$ cat config.mk
export PLATFORM = sky130hd
export DESIGN_NAME = rtype_seq
export DESIGN_NICKNAME = d
export VERILOG_FILES = /design/src/rtl/rtype_seq_pkg.sv /design/src/rtl/rtype_seq_reg_wen_dec.sv /design/src/rtl/rtype_seq.sv
export SDC_FILE = /design/constraint.sdc
export NUM_CORES = 1
export LEC_CHECK = 0
export BUFFER_PORTS_ARGS = -buffer_cell sky130_fd_sc_hd__buf_4
export CORE_UTILIZATION = 47
export DETAILED_ROUTE_END_ITERATION = 7
export MAX_ROUTING_LAYER = met4
export PLACE_DENSITY = 0.84
export RECOVER_POWER = 25
export SYNTH_ARGS = -nofsm -noshare
export SYNTH_HDL_FRONTEND = slang
export SYNTH_SLANG_ARGS = --single-unit
$ cat constraint.sdc
create_clock -name clk -period 2 [get_ports clk]
set_input_delay 0.1 -clock clk [delete_from_list [all_inputs] [get_ports clk]]
set_output_delay 0.1 -clock clk [all_outputs]
set_load 0.02 [all_outputs]
$ cat src/rtl/rtype_seq_pkg.sv
// Shared definitions for the rtype_seq instruction sequencer:
// FSM state encoding, opcode constants, ALU operation codes, bus-mux codes.
package rtype_seq_pkg;

    typedef enum logic [2:0] {
        IDLE,
        RD_A,
        RD_B,
        WB,
        FIN
    } state_t;

    localparam logic [3:0] OP_NOP  = 4'd0;
    localparam logic [3:0] OP_ADD  = 4'd1;
    localparam logic [3:0] OP_SUB  = 4'd2;
    localparam logic [3:0] OP_AND  = 4'd3;
    localparam logic [3:0] OP_OR   = 4'd4;
    localparam logic [3:0] OP_XOR  = 4'd5;
    localparam logic [3:0] OP_MOV  = 4'd6;
    localparam logic [3:0] OP_ADDI = 4'd7;
    localparam logic [3:0] OP_CMP  = 4'd8;

    // ALU operation codes; ALU_NONE is what the ALU sees outside RD_B
    localparam logic [3:0] ALU_NONE = 4'd0;
    localparam logic [3:0] ALU_ADD  = 4'd1;
    localparam logic [3:0] ALU_SUB  = 4'd2;
    localparam logic [3:0] ALU_AND  = 4'd3;
    localparam logic [3:0] ALU_OR   = 4'd4;
    localparam logic [3:0] ALU_XOR  = 4'd5;
    localparam logic [3:0] ALU_PASS = 4'd6;

    // Bus-mux code for "nothing driven onto the bus"
    localparam int SEL_WAIT = 0;

    // ALU operation used in RD_B; CMP subtracts to set flags, ADDI adds the immediate
    function automatic logic [3:0] alu_code(input logic [3:0] opc);
        logic [3:0] op;
        op = ALU_NONE;
        case (opc)
            OP_ADD:  op = ALU_ADD;
            OP_SUB:  op = ALU_SUB;
            OP_AND:  op = ALU_AND;
            OP_OR:   op = ALU_OR;
            OP_XOR:  op = ALU_XOR;
            OP_MOV:  op = ALU_PASS;
            OP_ADDI: op = ALU_ADD;
            OP_CMP:  op = ALU_SUB;
            default: op = ALU_NONE;
        endcase
        return op;
    endfunction

endpackage

$ cat src/rtl/rtype_seq_reg_wen_dec.sv
// reg_wen_dec: 4-bit register index to NREGS-wide one-hot write enable, gated by en.
module reg_wen_dec #(
    parameter int NREGS = 16
) (
    input  logic [3:0]       idx,
    input  logic             en,
    output logic [NREGS-1:0] onehot
);

    // one bit set for the addressed register, none when disabled
    always_comb begin
        onehot = '0;
        for (int i = 0; i < NREGS; i++) begin
            onehot[i] = en && (int'(idx) == i);
        end
    end

endmodule

$ cat src/rtl/rtype_seq.sv
// rtype_seq: sequencer for register-register / register-immediate instructions.
// Walks IDLE -> RD_A -> RD_B -> WB/FIN and drives the bus mux, ALU latches and
// register write enables. All outputs decode from registered state and fields;
// only abort reaches the done/write/illegal pulses combinationally so that an
// abort in WB or FIN suppresses them in that same cycle.
// Optional feature: define RTYPE_SEQ_PERF_EN to add the retired_cnt output.
module rtype_seq
    import rtype_seq_pkg::*;
#(
    parameter int NREGS = 16,
    parameter int SELW  = 5
) (
    input  logic             clk,
    input  logic             reset,
    input  logic             instr_valid,
    input  logic [15:0]      instr,
    output logic             instr_ready,
    input  logic             abort,
    output logic [SELW-1:0]  mux_sel,
    output logic             a_load,
    output logic             res_load,
    output logic             flag_load,
    output logic [3:0]       alu_op,
    output logic             imm_en,
    output logic [3:0]       imm_out,
    output logic [NREGS-1:0] reg_wen,
    output logic             done,
    output logic             illegal
`ifdef RTYPE_SEQ_PERF_EN
    ,
    output logic [15:0]      retired_cnt
`endif
);

    state_t     state, state_nxt;
    logic [3:0] opc_q, rd_q, rs_q, imm_q;
    logic       accept;
    logic       wen_en;

    assign instr_ready = (state == IDLE);
    assign accept      = instr_valid && instr_ready;
    assign imm_out     = imm_q;

    // state register
    always_ff @(posedge clk or posedge reset) begin
        if (reset) state <= IDLE;
        else       state <= state_nxt;
    end

    // capture the instruction fields on accept
    always_ff @(posedge clk or posedge reset) begin
        if (reset) begin
            opc_q <= '0;
            rd_q  <= '0;
            rs_q  <= '0;
            imm_q <= '0;
        end else if (accept) begin
            opc_q <= instr[15:12];
            rd_q  <= instr[11:8];
            rs_q  <= instr[7:4];
            imm_q <= instr[3:0];
        end
    end

    // next state; abort from any busy state returns to IDLE
    always_comb begin
        state_nxt = state;
        case (state)
            IDLE: begin
                if (instr_valid) begin
                    case (instr[15:12])
                        OP_ADD, OP_SUB, OP_AND, OP_OR, OP_XOR,
                        OP_ADDI, OP_CMP: state_nxt = RD_A;
                        OP_MOV:          state_nxt = RD_B;
                        default:         state_nxt = FIN;  // NOP and illegal codes
                    endcase
                end
            end
            RD_A:    state_nxt = RD_B;
            RD_B:    state_nxt = (opc_q == OP_CMP) ? FIN : WB;
            WB:      state_nxt = IDLE;
            FIN:     state_nxt = IDLE;
            default: state_nxt = IDLE;
        endcase
        if (abort && state != IDLE) state_nxt = IDLE;
    end

    // datapath controls decoded from the current state and captured fields
    always_comb begin
        mux_sel   = SELW'(SEL_WAIT);
        a_load    = 1'b0;
        res_load  = 1'b0;
        flag_load = 1'b0;
        alu_op    = ALU_NONE;
        imm_en    = 1'b0;
        done      = 1'b0;
        illegal   = 1'b0;
        wen_en    = 1'b0;
        case (state)
            RD_A: begin
                mux_sel = SELW'(rd_q) + SELW'(1);
                a_load  = 1'b1;
            end
            RD_B: begin
                alu_op  = alu_code(opc_q);
                imm_en  = (opc_q == OP_ADDI);
                mux_sel = imm_en ? SELW'(SEL_WAIT) : SELW'(rs_q) + SELW'(1);
                if (opc_q == OP_CMP) flag_load = 1'b1;
                else                 res_load  = 1'b1;
            end
            WB: begin
                wen_en = !abort;
                done   = !abort;
            end
            FIN: begin
                done    = !abort;
                illegal = !abort && (opc_q > OP_CMP);
            end
            default: ;
        endcase
    end

    reg_wen_dec #(
        .NREGS(NREGS)
    ) u_reg_wen_dec (
        .idx   (rd_q),
        .en    (wen_en),
        .onehot(reg_wen)
    );

`ifdef RTYPE_SEQ_PERF_EN
    // count retired legal instructions, wrapping at 16 bits
    always_ff @(posedge clk or posedge reset) begin
        if (reset)                 retired_cnt <= '0;
        else if (done && !illegal) retired_cnt <= retired_cnt + 16'd1;
    end
`endif

endmodule

* Word-level counts from Yosys, hierarchy flattened *
Memory sizes are Yosys's and may differ from the RTL's.
Index checks and enable logic that the tools add are counted.

word-level totals
  flip-flop bits (word level) = 19
  latch bits = 0
  bits in writable memories = 0
  memory bits (read-only) = 96
  bits of input ports = 20
  output and inout port bits = 36
  word-level logic and storage cells = 72
  memories kept = 2

cells by class
  add/sub/neg operators = 2
  $mul = 0
  divide/modulo/power cells = 0
  magnitude comparators = 1
  equal/unequal tests = 22
  shift operators = 0
  mux-type cells = 16
  bitwise gates (word level) = 0
  reduce and logical (&&, ||, !) cells = 24

memory list
  memory           words  bits a word  rd ports  clocked after Yosys merged registers in  write ports  line                 RTL
  (no name shown)  16     3            1         0                                        0            rtype_seq.sv:71      case (instr[15:12])
  (no name shown)  16     3            1         0                                        0            rtype_seq_pkg.sv:39  case (opc)

operators by type and width
  operator                                             count
  equality test 4 bit, second input constant           9
  equality test 4 x 3 -> 1 bit, second input constant  5
  logical AND 1 bit                                    19
  adder 4 x 1 -> 5 bit, second input constant          2
  one-hot mux 5 bit (2 select lines)                   1
  2-to-1 mux 1 bit                                     9
  2-to-1 mux 3 bit                                     3
  one-hot mux 3 bit (3 select lines)                   1
  equality test 4 x 2 -> 1 bit, second input constant  2
  equality test 3 x 2 -> 1 bit, second input constant  2
  2-to-1 mux 5 bit                                     1
  equality test 4 x 1 -> 1 bit, second input constant  1
  > comparator 4 bit, second input constant            1
  logical NOT 4 bit                                    1
  2-to-1 mux 4 bit                                     1
  equality test 3 x 1 -> 1 bit, second input constant  1
  equality test 3 bit, second input constant           1
  logical NOT 3 bit                                    1
  != test 3 x 2 -> 1 bit, second input constant        1
  nonzero test 3 bit                                   1
  OR reduction 2 bit                                   1
  logical NOT 1 bit                                    1

* Depth between registers and ports, before layout *
Gate-level depths: netlist of run 1.

  depth in word-level cells = 4
  gate-level depth with buffers = 6
  depth with buffers taken out = 4

* By module *
From an unflattened synthesis of run 1, not the netlist that was laid out.

unflattened totals
  cells, all modules = 128
  area, all modules = 1296.2 µm²

modules (own cells, without submodules)
  module       times used  cells an instance  area an instance (µm²)
  rtype_seq    1           105                1178.6
  reg_wen_dec  1           23                 117.6

* Worst setup path before layout of run 1 *
OpenSTA, ideal clock, no wires.

  path type = flip-flop to flip-flop
  from = register state[2]
  to = register imm_q[1] (netlist: imm_out[1])
  data arrival time = 1.692 ns
  required time = 1.873 ns
  path slack = 0.181 ns
  stages on the path, launching flop included = 7
  path buffers = 3
  clock period less this slack = 1.819 ns
  path through = dfrtp_1 > buf_2 > nor3_2 > and2_1 > buf_4 > buf_6 > mux2_1

between the ends
  cells in the longest elaborated chain, start to end = 2

ends and longest elaborated chain
  item                      line             RTL
  start: declaration        rtype_seq.sv:35  state_t state, state_nxt;
  start signal: assignment  rtype_seq.sv:47  else state <= state_nxt;
  logical NOT 3 bit         rtype_seq.sv:40  assign instr_ready = (state == IDLE);
  net instr_ready           rtype_seq.sv:17  output logic instr_ready,
  logical AND 1 bit         rtype_seq.sv:41  assign accept = instr_valid && instr_ready;
  end signal: assignment    rtype_seq.sv:61  imm_q <= instr[3:0];
  end: declaration          rtype_seq.sv:36  logic [3:0] opc_q, rd_q, rs_q, imm_q;

The timed path passes the listed nets, and every way through them passes these cells.
A chain may end at the register's enable or synchronous reset.

* Worst setup path after layout of run 1 *
  from = register opc_q[1]
  to = output port flag_load

between the ends
  cells in the longest elaborated chain, start to end = 3

ends and longest elaborated chain
  item                      line              RTL
  start: declaration        rtype_seq.sv:36
  start signal: assignment  rtype_seq.sv:58   opc_q <= instr[15:12];
  equality test 4 bit       rtype_seq.sv:108  if (opc_q == OP_CMP) flag_load = 1'b1;
  2-to-1 mux 1 bit          rtype_seq.sv:108
  2-to-1 mux 1 bit          rtype_seq.sv:99   case (state)
  end: declaration          rtype_seq.sv:22   output logic flag_load,

Every way passes these cells.

==> out/metrics.cfg, run 1 <==
[sta]
period_share_pct=96.1
worst_pin_slew_ps=716
fmax_ghz=0.520
post-route-min-period_ps=1920
setup_tns_ps=0
finalSetupViolations=0
finClkSkew_ps=4.60
slew_viol_final=0
hold_violations=0
slew_headroom_pct=52.2

[yosys]
yosys.area.top_type=dfrtp_1
ys_types=41
synthArstFlopShare_pct=100
synthFlopType=dfrtp_1
synth_edf_count=0
syn_area_per_cell_um2=9.33
synth_seq_cells=19
synthCells=136
syn_area_mm2=0.00127
yosys_warnings=0
synth_area_leaders=dfrtp_1, mux2_1, mux2_2
synth_top_cell_area_share_pct=37.5
synth_nets=161
seq_area_frac_synth_pct=37.5

[power_and_ir_drop]
irDropWorstVdd_mv=0.904
swShare_pct=46.0
internal_power_mw=1.27
clkPwrFrac_pct=8.5
power_frac_comb_pct=54.8
sequentialPowerShare_pct=36.7
p_sw_mw=1.08
total_leakage_power_nw=0.802
powerDensity_mw_per_mm2=1360

[drt]
post_drt_wl_per_cell_um=14.3
drt-total-wl_um=3140
vias_per_cell=5.50
drtPass1Iterations=4
vias=1209
drt_iter0_drc=35
route.detailed.drc=0
postRouteAntennaNets=0

[worst_setup_path]
arrival_ps=1820
cp_cell_sequence=or4b_4 > or2_1 > inv_1 > buf_4
slowest_stage=or4b_4
reg2reg_from=state[0]$_DFFE_PP0P_
crit_start=opc_q[1]$_DFFE_PP0P_
crit_fanout=6
crit_required_ps=1900
crit_cells=4
crit_path_max_incr_delay_ps=590
crit_type=register to primary output
r2r_cells=4
startpoint_type=register
cp-end-kind=primary output
crit_buf_inv=2
critPathTopFamily=simple AND/OR/NAND/NOR gates

[clock_tree]
clockBufferDepth=2
postCtsSetupBuffers=0
cts_buffers=3
cts_max_level=1
clk_pin_slew_ps=110
cts_root_buf=clkbuf_4
tritoncts=yes
insertion_delay_ps=300
clkSinkCount=19

[min_path]
hold_depth=2
hold_class=primary input to register
min_from=instr[1]

[finish]
area_growth_syn_to_layout_pct=35.8
insertedDiodeCount=0
nets=216
drive_gt1_share_pct=36.3
final_common_cell=buf_4
finalNonFillerCells=220
fin_util_pct=68.3
final_cell_mix=buf_4, dfrtp_1, nor2_1

[global_route]
gr-total-overflow=0
grt_use_total_pct=24.2
antenna_found_initial=0
grt_pass1_wl_um=4770
grt_pass1_vias=1103
grt_max_degree=20

[die]
core_mm2=0.00252
chipHeight_um=54.0
start_util_pct=50.3
dieArea_mm2=0.00291
fp.dieW_um=54.0
ios=56
fp-row-count=18

[flow_run]
drv_cap=0

[placement]
placed_cells=214
dp_hpwl_um=2470
gp_congestion=0.794
io_buffer_count=54

[outcome]
outcome=finished clean

==> cell type report <==
type                            instances  area [µm²]
Fill cell                             206         800
Inverter                                8        30.0
Multi-Input combinational cell        101         714
Sequential cell                        19         475
Clock inverter                          1        5.00
Timing Repair Buffer                   58         438
Clock buffer                            3        22.5
Tap cell                               30        37.5
==> synthesized netlist by cell type (2+ instances only) <==
cell,count
a221oi_1,2
nor2_1,15
nor3_1,5
o22ai_1,4
ha_1,5
a21oi_1,2
buf_6,2
o21ai_0,4
nand2_1,11
nand4bb_1,2
mux2_2,6
clkbuf_1,3
nand3b_1,2
nand3_1,8
inv_1,7
buf_4,2
nor3b_1,2
mux2_1,8
or3_1,3
xor2_1,2
nand2b_1,2
dfrtp_1,19
xnor2_1,2
==> stage by stage <==
step / hold WS (ps) / instance area [µm²] / total power, mW / worst slack, ps
CTS: 4.77 / 1730 / 2.38 / 73.1
finish: 11.6 / 1720 / 2.35 / 77.9
global route: 1.09 / 1720 / 2.52 / -1.63
detailed placement: 262 / 1690 / 2.17 / 419
floorplan: 51.1 / 1270 / 1.73 / 181
global placement: 233 / 1690 / 2.10 / 438
==> routing by layer <==
| metal | global-route usage, % | up-vias | wire length (µm) |
|---|---|---|---|
| met5 | - | - | 0 |
| met4 | 13.2 | 0 | 48 |
| met3 | 2.82 | 6 | 163 |
| met2 | 41.8 | 54 | 1620 |
| met1 | 26.9 | 561 | 1310 |
| li1 | - | 588 | - |
==> path summary, 6_finish.rpt <==
check,to,slack [ps]
worst max register to register,opc_q[1]$_DFFE_PP0P_,380
max in group asynchronous,imm_out[3]$_DFFE_PP0P_,1080
min in group asynchronous,opc_q[0]$_DFFE_PP0P_,460
worst min-delay path,imm_out[1]$_DFFE_PP0P_,10
worst max-delay path,flag_load,80
worst min register to register,imm_out[1]$_DFFE_PP0P_,510
==> power groups by stage <==
| stage | Combinational, mW | Clock, mW | Sequential [mW] |
|---|---|---|---|
| after floorplan | 0.957 | 0 | 0.773 |
| after detailed placement | 1.31 | 0 | 0.861 |
| after global routing | 1.40 | 0.219 | 0.901 |
| final | 1.29 | 0.199 | 0.862 |
| after CTS | 1.32 | 0.202 | 0.852 |
| after global placement | 1.27 | 0 | 0.835 |
==> sequential cells by signal, summed over array words and instances, names as in the netlist <==
| register | cells |
|---|---|
| opc_q | 4 |
| rs_q | 4 |
| state | 3 |
| imm_out | 4 |
| rd_q | 4 |
==> cell families after synthesis <==
logic type      share of synthesized area, %
buf+inv                                 6.61
mux                                     12.4
compound gates                          8.58
flops                                   37.5
xor+xnor                                2.76
simple gates                            26.9
fa+ha+maj                               4.93
other cells                            0.296
==> timing repair <==
| action | in CTS | in global routing |
|---|---|---|
| hold buffers | 2 | 0 |
| endpoints found under the setup margin | 0 | 4 |
| endpoints found under the hold margin | 20 | 0 |
| resized for setup | 0 | 1 |
Note: power is estimated with default switching activity, not from simulation.
==> inputs of run 2 (changes only) <==
--- a/config.mk
+++ b/config.mk
@@ -6,11 +6,14 @@
 export NUM_CORES = 1
 export LEC_CHECK = 0
 export BUFFER_PORTS_ARGS = -buffer_cell sky130_fd_sc_hd__buf_4
-export CORE_UTILIZATION = 47
+export CELL_PAD_IN_SITES_DETAIL_PLACEMENT = 1
+export CELL_PAD_IN_SITES_GLOBAL_PLACEMENT = 2
+export CORE_UTILIZATION = 27
 export DETAILED_ROUTE_END_ITERATION = 7
 export MAX_ROUTING_LAYER = met4
-export PLACE_DENSITY = 0.84
+export PLACE_DENSITY = 0.82
 export RECOVER_POWER = 25
 export SYNTH_ARGS = -nofsm -noshare
 export SYNTH_HDL_FRONTEND = slang
+export SYNTH_HIERARCHICAL = 1
 export SYNTH_SLANG_ARGS = --single-unit
==> run 2 against run 1 <==
Against the previous run:
- the run now ends with design-rule violations left
- hold slack gained 55 ps
- setup slack lost 10 ps
- sequential share of layout area shrank 1.2 points
- count of clock-buffer cells in the layout is the same
- global-route usage shrank 7.5 points
- flip-flop and latch count is the same
- largest power group unchanged
- first-iteration DRC count grew 77%
- largest cell class unchanged
==> out/metrics.cfg, run 2 <==
[sta]
fmax_ghz=0.518
post-route-min-period_ps=1930
finClkSkew_ps=3.24
finalSetupViolations=0
period_share_pct=96.6
hold_violations=0
rsz0062_at_grt=true
setup_tns_ps=0
slew_headroom_pct=51.1
slew_viol_final=0
worst_pin_slew_ps=733

[worst_setup_path]
crit_required_ps=1900
crit_buf_inv=1
crit_fanout=4
crit_type=register to primary output
cp-end-kind=primary output
startpoint_type=register
arrival_ps=1830
cp_cell_sequence=or2b_1 > nor3b_2 > or3b_4 > nor3_2 > buf_4
critPathTopFamily=simple AND/OR/NAND/NOR gates
crit_path_max_incr_delay_ps=440
slowest_stage=or3b_4

[yosys]
ys_types=45
synth_edf_count=0
synthFlopType=dfrtp_1
yosys.area.top_type=dfrtp_1
synth_top_cell_area_share_pct=36.7
seq_area_frac_synth_pct=36.7
yosysMostFrequentCell=dfrtp_1
yosys_warnings=6
synthArstFlopShare_pct=100
synthTopCellsByCount=dfrtp_1, mux2_2, nor2_1
synth_seq_cells=19
syn_area_per_cell_um2=10.1
synth_area_leaders=dfrtp_1, mux2_2, nor2_1
synthCells=128
syn_area_mm2=0.00130
synth_nets=150

[clock_tree]
cts_max_level=1
cts_root_buf=clkbuf_8
cts_buffers=3
clockBufferDepth=2
clk_pin_slew_ps=70
insertion_delay_ps=260
tritoncts=yes
clkSinkCount=19

[die]
core_mm2=0.00447
fp-row-count=24
ios=56
dieArea_mm2=0.00508
fp.dieW_um=71.3
start_util_pct=29.0
chipHeight_um=71.3

[drt]
drt-total-wl_um=3810
wl_met3_um=166
post_drt_wl_per_cell_um=16.1
wl_met2_um=2020
vias=1230
routed.top_layer=met4
postRouteAntennaNets=0
vias_per_cell=5.19
route.detailed.drc=4
drtPass1Iterations=6
drt_iter0_drc=62
wl_met1_um=1560

[outcome]
outcome=finished with violations
violations=design-rule violations

[power_and_ir_drop]
irDropWorstVdd_mv=0.671
total_leakage_power_nw=0.795
powerDensity_mw_per_mm2=1430

[placement]
postPlaceCellArea_mm2=0.00175
dp_hpwl_um=3110
io_buffer_count=54
gp_congestion=0.748

[finish]
final_cell_mix=buf_4, dfrtp_1, mux2_2
fill_cells=526
drive_gt1_share_pct=49.2
insertedDiodeCount=0
final_common_cell=buf_4
nets=208
postLayoutCellArea_mm2=0.00181
area_growth_syn_to_layout_pct=39.9

[flow_run]
drv_cap=0

[global_route]
grt_max_degree=20
grt_use_total_pct=16.7
antenna_found_initial=0
grt_pass1_vias=1307
grt_pass1_wl_um=6400
gr-total-overflow=0

[min_path]
hold_class=primary input to register

[run 2: changes by cell type after synthesis, moves of 3 or more]
cell and delta:
nand3_1 -3, mux2_2 +9, nand3b_1 +3, or3_1 -3
mux2_1 -8, ha_1 -3, nand2_1 -4, or3b_2 +3
[run 2: layer usage]
metal,GRT usage (%),vias to the layer above
met4,4.67,0
met3,3.09,6
met2,29.6,42
li1,-,579
met5,-,-
met1,19.1,603
[run 2: final cells by class]
type                    count  area, µm²  share of cell area, %
clock inverters             1       7.51                  0.414
multi-input cells          98        772                   42.6
well taps                  52       65.1                   3.59
inverters                   5       18.8                   1.04
repair buffers             59        430                   23.7
flip-flops and latches     19        478                   26.4
clock buffers               3       41.3                   2.28
[run 2: logic make-up (layout without fill, tap and decap cells)]
| kind of cell | count (synthesis) | after routing | synth area share [%] |
|---|---|---|---|
| buffers and inverters | 11 | 68 | 4.73 |
| AO/OA/AOI/OAI | 18 | 18 | 12.2 |
| flip-flops | 19 | 19 | 36.7 |
| adder cells (fa/ha/maj) | 2 | 2 | 1.93 |
| other | 1 | 1 | 0.289 |
| AND/OR/NAND/NOR | 58 | 58 | 28.5 |
| XOR/XNOR | 4 | 4 | 2.70 |
| multiplexers | 15 | 15 | 13.0 |
[run 2: worst paths after layout]
kind,from,to,slack (ps),cells after the start
min in group asynchronous,reset,imm_out[2]$_DFFE_PP0P_,520,3
worst max-delay path,state[1]$_DFFE_PP0P_,reg_wen[0],70,5
max in group asynchronous,reset,state[0]$_DFFE_PP0P_,960,3
worst min-delay path,instr[3],imm_out[3]$_DFFE_PP0P_,70,2
worst max register to register,state[1]$_DFFE_PP0P_,rd_q[0]$_DFFE_PP0P_,290,5
worst min register to register,imm_out[3]$_DFFE_PP0P_,imm_out[3]$_DFFE_PP0P_,510,1
[run 2: through the flow]
stage | power (mW) | hold WS [ps] | instances | setup WS, ps | util, %
floorplan | 1.86 | 51.1 | 128 | 179 | -
global placement | 2.28 | 241 | 232 | 271 | 39.2
detailed placement | 2.36 | 270 | 232 | 222 | 39.2
CTS | 2.66 | 53.9 | 237 | 29.1 | 40.7
global route | 2.79 | 60.9 | 237 | -19.4 | 40.5
finish | 2.59 | 66.4 | 237 | 67.7 | 40.5
[run 2: timing repair]
item                                    4_1_cts  5_1_grt
resized for setup                             2        3
buffers inserted                              0        0
hold endpoints to repair                     19        0
endpoints found under the setup margin        9        4
hold buffers                                  1        0
[run 2: where the power goes]
| group | internal (mW) | leakage (nW) | total, mW | switching [mW] |
|---|---|---|---|---|
| clock network | 0.141 | 0.0217 | 0.274 | 0.133 |
| logic | 0.691 | 0.549 | 1.42 | 0.730 |
| registers | 0.581 | 0.225 | 0.899 | 0.318 |
| total | 1.41 | 0.795 | 2.59 | 1.18 |
==> inputs of run 3 (changes only) <==
--- a/config.mk
+++ b/config.mk
@@ -8,10 +8,10 @@
 export BUFFER_PORTS_ARGS = -buffer_cell sky130_fd_sc_hd__buf_4
 export CELL_PAD_IN_SITES_DETAIL_PLACEMENT = 1
 export CELL_PAD_IN_SITES_GLOBAL_PLACEMENT = 2
-export CORE_UTILIZATION = 27
+export CORE_UTILIZATION = 25
 export DETAILED_ROUTE_END_ITERATION = 7
 export MAX_ROUTING_LAYER = met4
-export PLACE_DENSITY = 0.82
+export PLACE_DENSITY = 0.8
 export RECOVER_POWER = 25
 export SYNTH_ARGS = -nofsm -noshare
 export SYNTH_HDL_FRONTEND = slang
==> constraint.sdc (replaced) <==
create_clock -name clk -period 1.6 [get_ports clk]
set_input_delay 0.08 -clock clk [delete_from_list [all_inputs] [get_ports clk]]
set_output_delay 0.08 -clock clk [all_outputs]
set_load 0.02 [all_outputs]
==> run 3 against run 2 <==
Against the previous run:
- largest power group unchanged
- critical path type unchanged
- count of clock-buffer cells in the layout unchanged
- flip-flop and latch count is the same
- the flow finishes with violations (negative setup slack)
- setup slack worse by 350 ps
==> out/metrics.cfg, run 3 (synthesis results as in run 2) <==
[min_path]
hold_depth=2
hold_class=primary input to register
min_from=instr[1]
holdPathEnd=imm_out[1]$_DFFE_PP0P_

[drt]
vias=1372
drt_iter0_drc=19
drtPass1Iterations=4
post_drt_wl_per_cell_um=17.4
route.detailed.drc=0
postRouteAntennaNets=0
drt-total-wl_um=4800
vias_per_cell=4.97

[sta]
final.setup.worst_slack_ps=-280
fmax_ghz=0.532
period_share_pct=117
finClkSkew_ps=4.27
finalSetupViolations=48
worst_pin_slew_ps=768
post-route-min-period_ps=1880
slew_viol_final=0
hold_violations=0
slew_headroom_pct=48.8
rsz0062_at_grt=true

[clock_tree]
clockBufferDepth=2
cts_max_level=1
cts_root_buf=clkbuf_8
clk_pin_slew_ps=70
cts_buffers=3
tritoncts=yes
clkSinkCount=19
insertion_delay_ps=260

[worst_setup_path]
slowest_stage=or3b_4
rrSetupSlack_ps=-110
cp_cell_sequence=or2b_1 > nor3b_2 > or3b_4 > nor3_4 > buf_6
critPathTopFamily=simple AND/OR/NAND/NOR gates
startpoint_type=register
r2r_cells=7
cp-end-kind=primary output
reg2reg_from=state[1]$_DFFE_PP0P_
crit_buf_inv=1
crit_required_ps=1520
crit_type=register to primary output
r2r-end=opc_q[3]$_DFFE_PP0P_
crit_path_max_incr_delay_ps=450
arrival_ps=1800
crit_fanout=4

[finish]
final_common_cell=buf_4
drive_gt1_share_pct=68.9
area_growth_syn_to_layout_pct=82.3
fill_cells=531
final_cell_mix=buf_4, buf_6, dfrtp_1
insertedDiodeCount=0
postLayoutCellArea_mm2=0.00236
fin_util_pct=48.7
nets=232

[outcome]
outcome=finished with violations
violations=negative setup slack

[die]
ios=56
fp.dieW_um=74.0
start_util_pct=26.7
dieArea_mm2=0.00548
fp-row-count=25
chipHeight_um=74.0
core_mm2=0.00485

[global_route]
grt_pass1_wl_um=7140
grt_pass1_vias=1489
grt_use_total_pct=18.0
gr-total-overflow=0
antenna_found_initial=0
grt_max_degree=20

[flow_run]
drv_cap=0

[power_and_ir_drop]
powerDensity_mw_per_mm2=1920
irDropWorstVdd_mv=0.971
total_leakage_power_nw=1.03

[placement]
io_buffer_count=54
postPlaceCellArea_mm2=0.00188
dp_hpwl_um=3180
gp_congestion=0.805

-- run 3: through the flow --
step	hold WS [ps]	worst slack [ps]	setup TNS (ps)	cells	power [mW]
6_report	49.6	-280	-6720	276	4.53
5_1_grt	44.0	-388	-10610	276	4.81
4_1_cts	43.6	-244	-4420	271	4.19
3_5_place_dp	264	-30.3	-30.8	257	3.23
3_3_place_gp	233	16.9	0	257	3.12
2_1_floorplan	31.1	-8.28	-78.3	128	2.37
-- run 3: where the power goes --
part	internal, mW	switching (mW)
Clock	0.173	0.165
Sequential	0.730	0.344
Combinational	1.63	1.49
-- run 3: per-layer routing --
layer	global-route usage (%)	vias to the layer above	part of all wire, %	wire, µm
met5	-	-	0	0
met4	7.69	0	2.3	111
met2	33.7	44	59	2810
met1	18.9	692	36	1710
li1	-	626	-	-
met3	2.03	10	3.4	165
-- run 3: cell type report --
cell class              instances  area [µm²]  area share, %
clock buffers                   3        41.3           1.75
clock inverters                 1        5.00          0.212
inverters                       5        18.8          0.794
multi-input cells              98        1010           42.8
flip-flops and latches         19         479           20.3
well taps                      67        83.8           3.55
repair buffers                 83         724           30.7
-- run 3: worst max-delay path by stage --
stage	startpoint	to	slack [ps]	cells after the start
detailed placement	state[0]$_DFFE_PP0P_	mux_sel[4]	-30	5
finish	state[1]$_DFFE_PP0P_	reg_wen[0]	-280	5
global route	state[1]$_DFFE_PP0P_	reg_wen[0]	-390	5
global placement	state[0]$_DFFE_PP0P_	mux_sel[4]	20	5
CTS	state[1]$_DFFE_PP0P_	reg_wen[0]	-240	5
floorplan	state[2]$_DFFE_PP0P_	imm_out[0]$_DFFE_PP0P_	-8	5
-- run 3: worst reg2reg max path, stage by stage (launching register included) --
cell     delay [ps]
dfrtp_1         410
buf_4           150
buf_6           130
buf_12          120
nor3_4          110
and2_4          200
buf_12          140
mux2_2          340
-- run 3: what timing repair did --
action / in CTS / in global routing
resized for setup: 53 / 20
cloned: 0 / 1
pin swaps: 13 / 9
buffers inserted: 9 / 4
endpoints found under the setup margin: 29 / 48
hold buffers: 1 / 0
endpoints found under the hold margin: 19 / 0
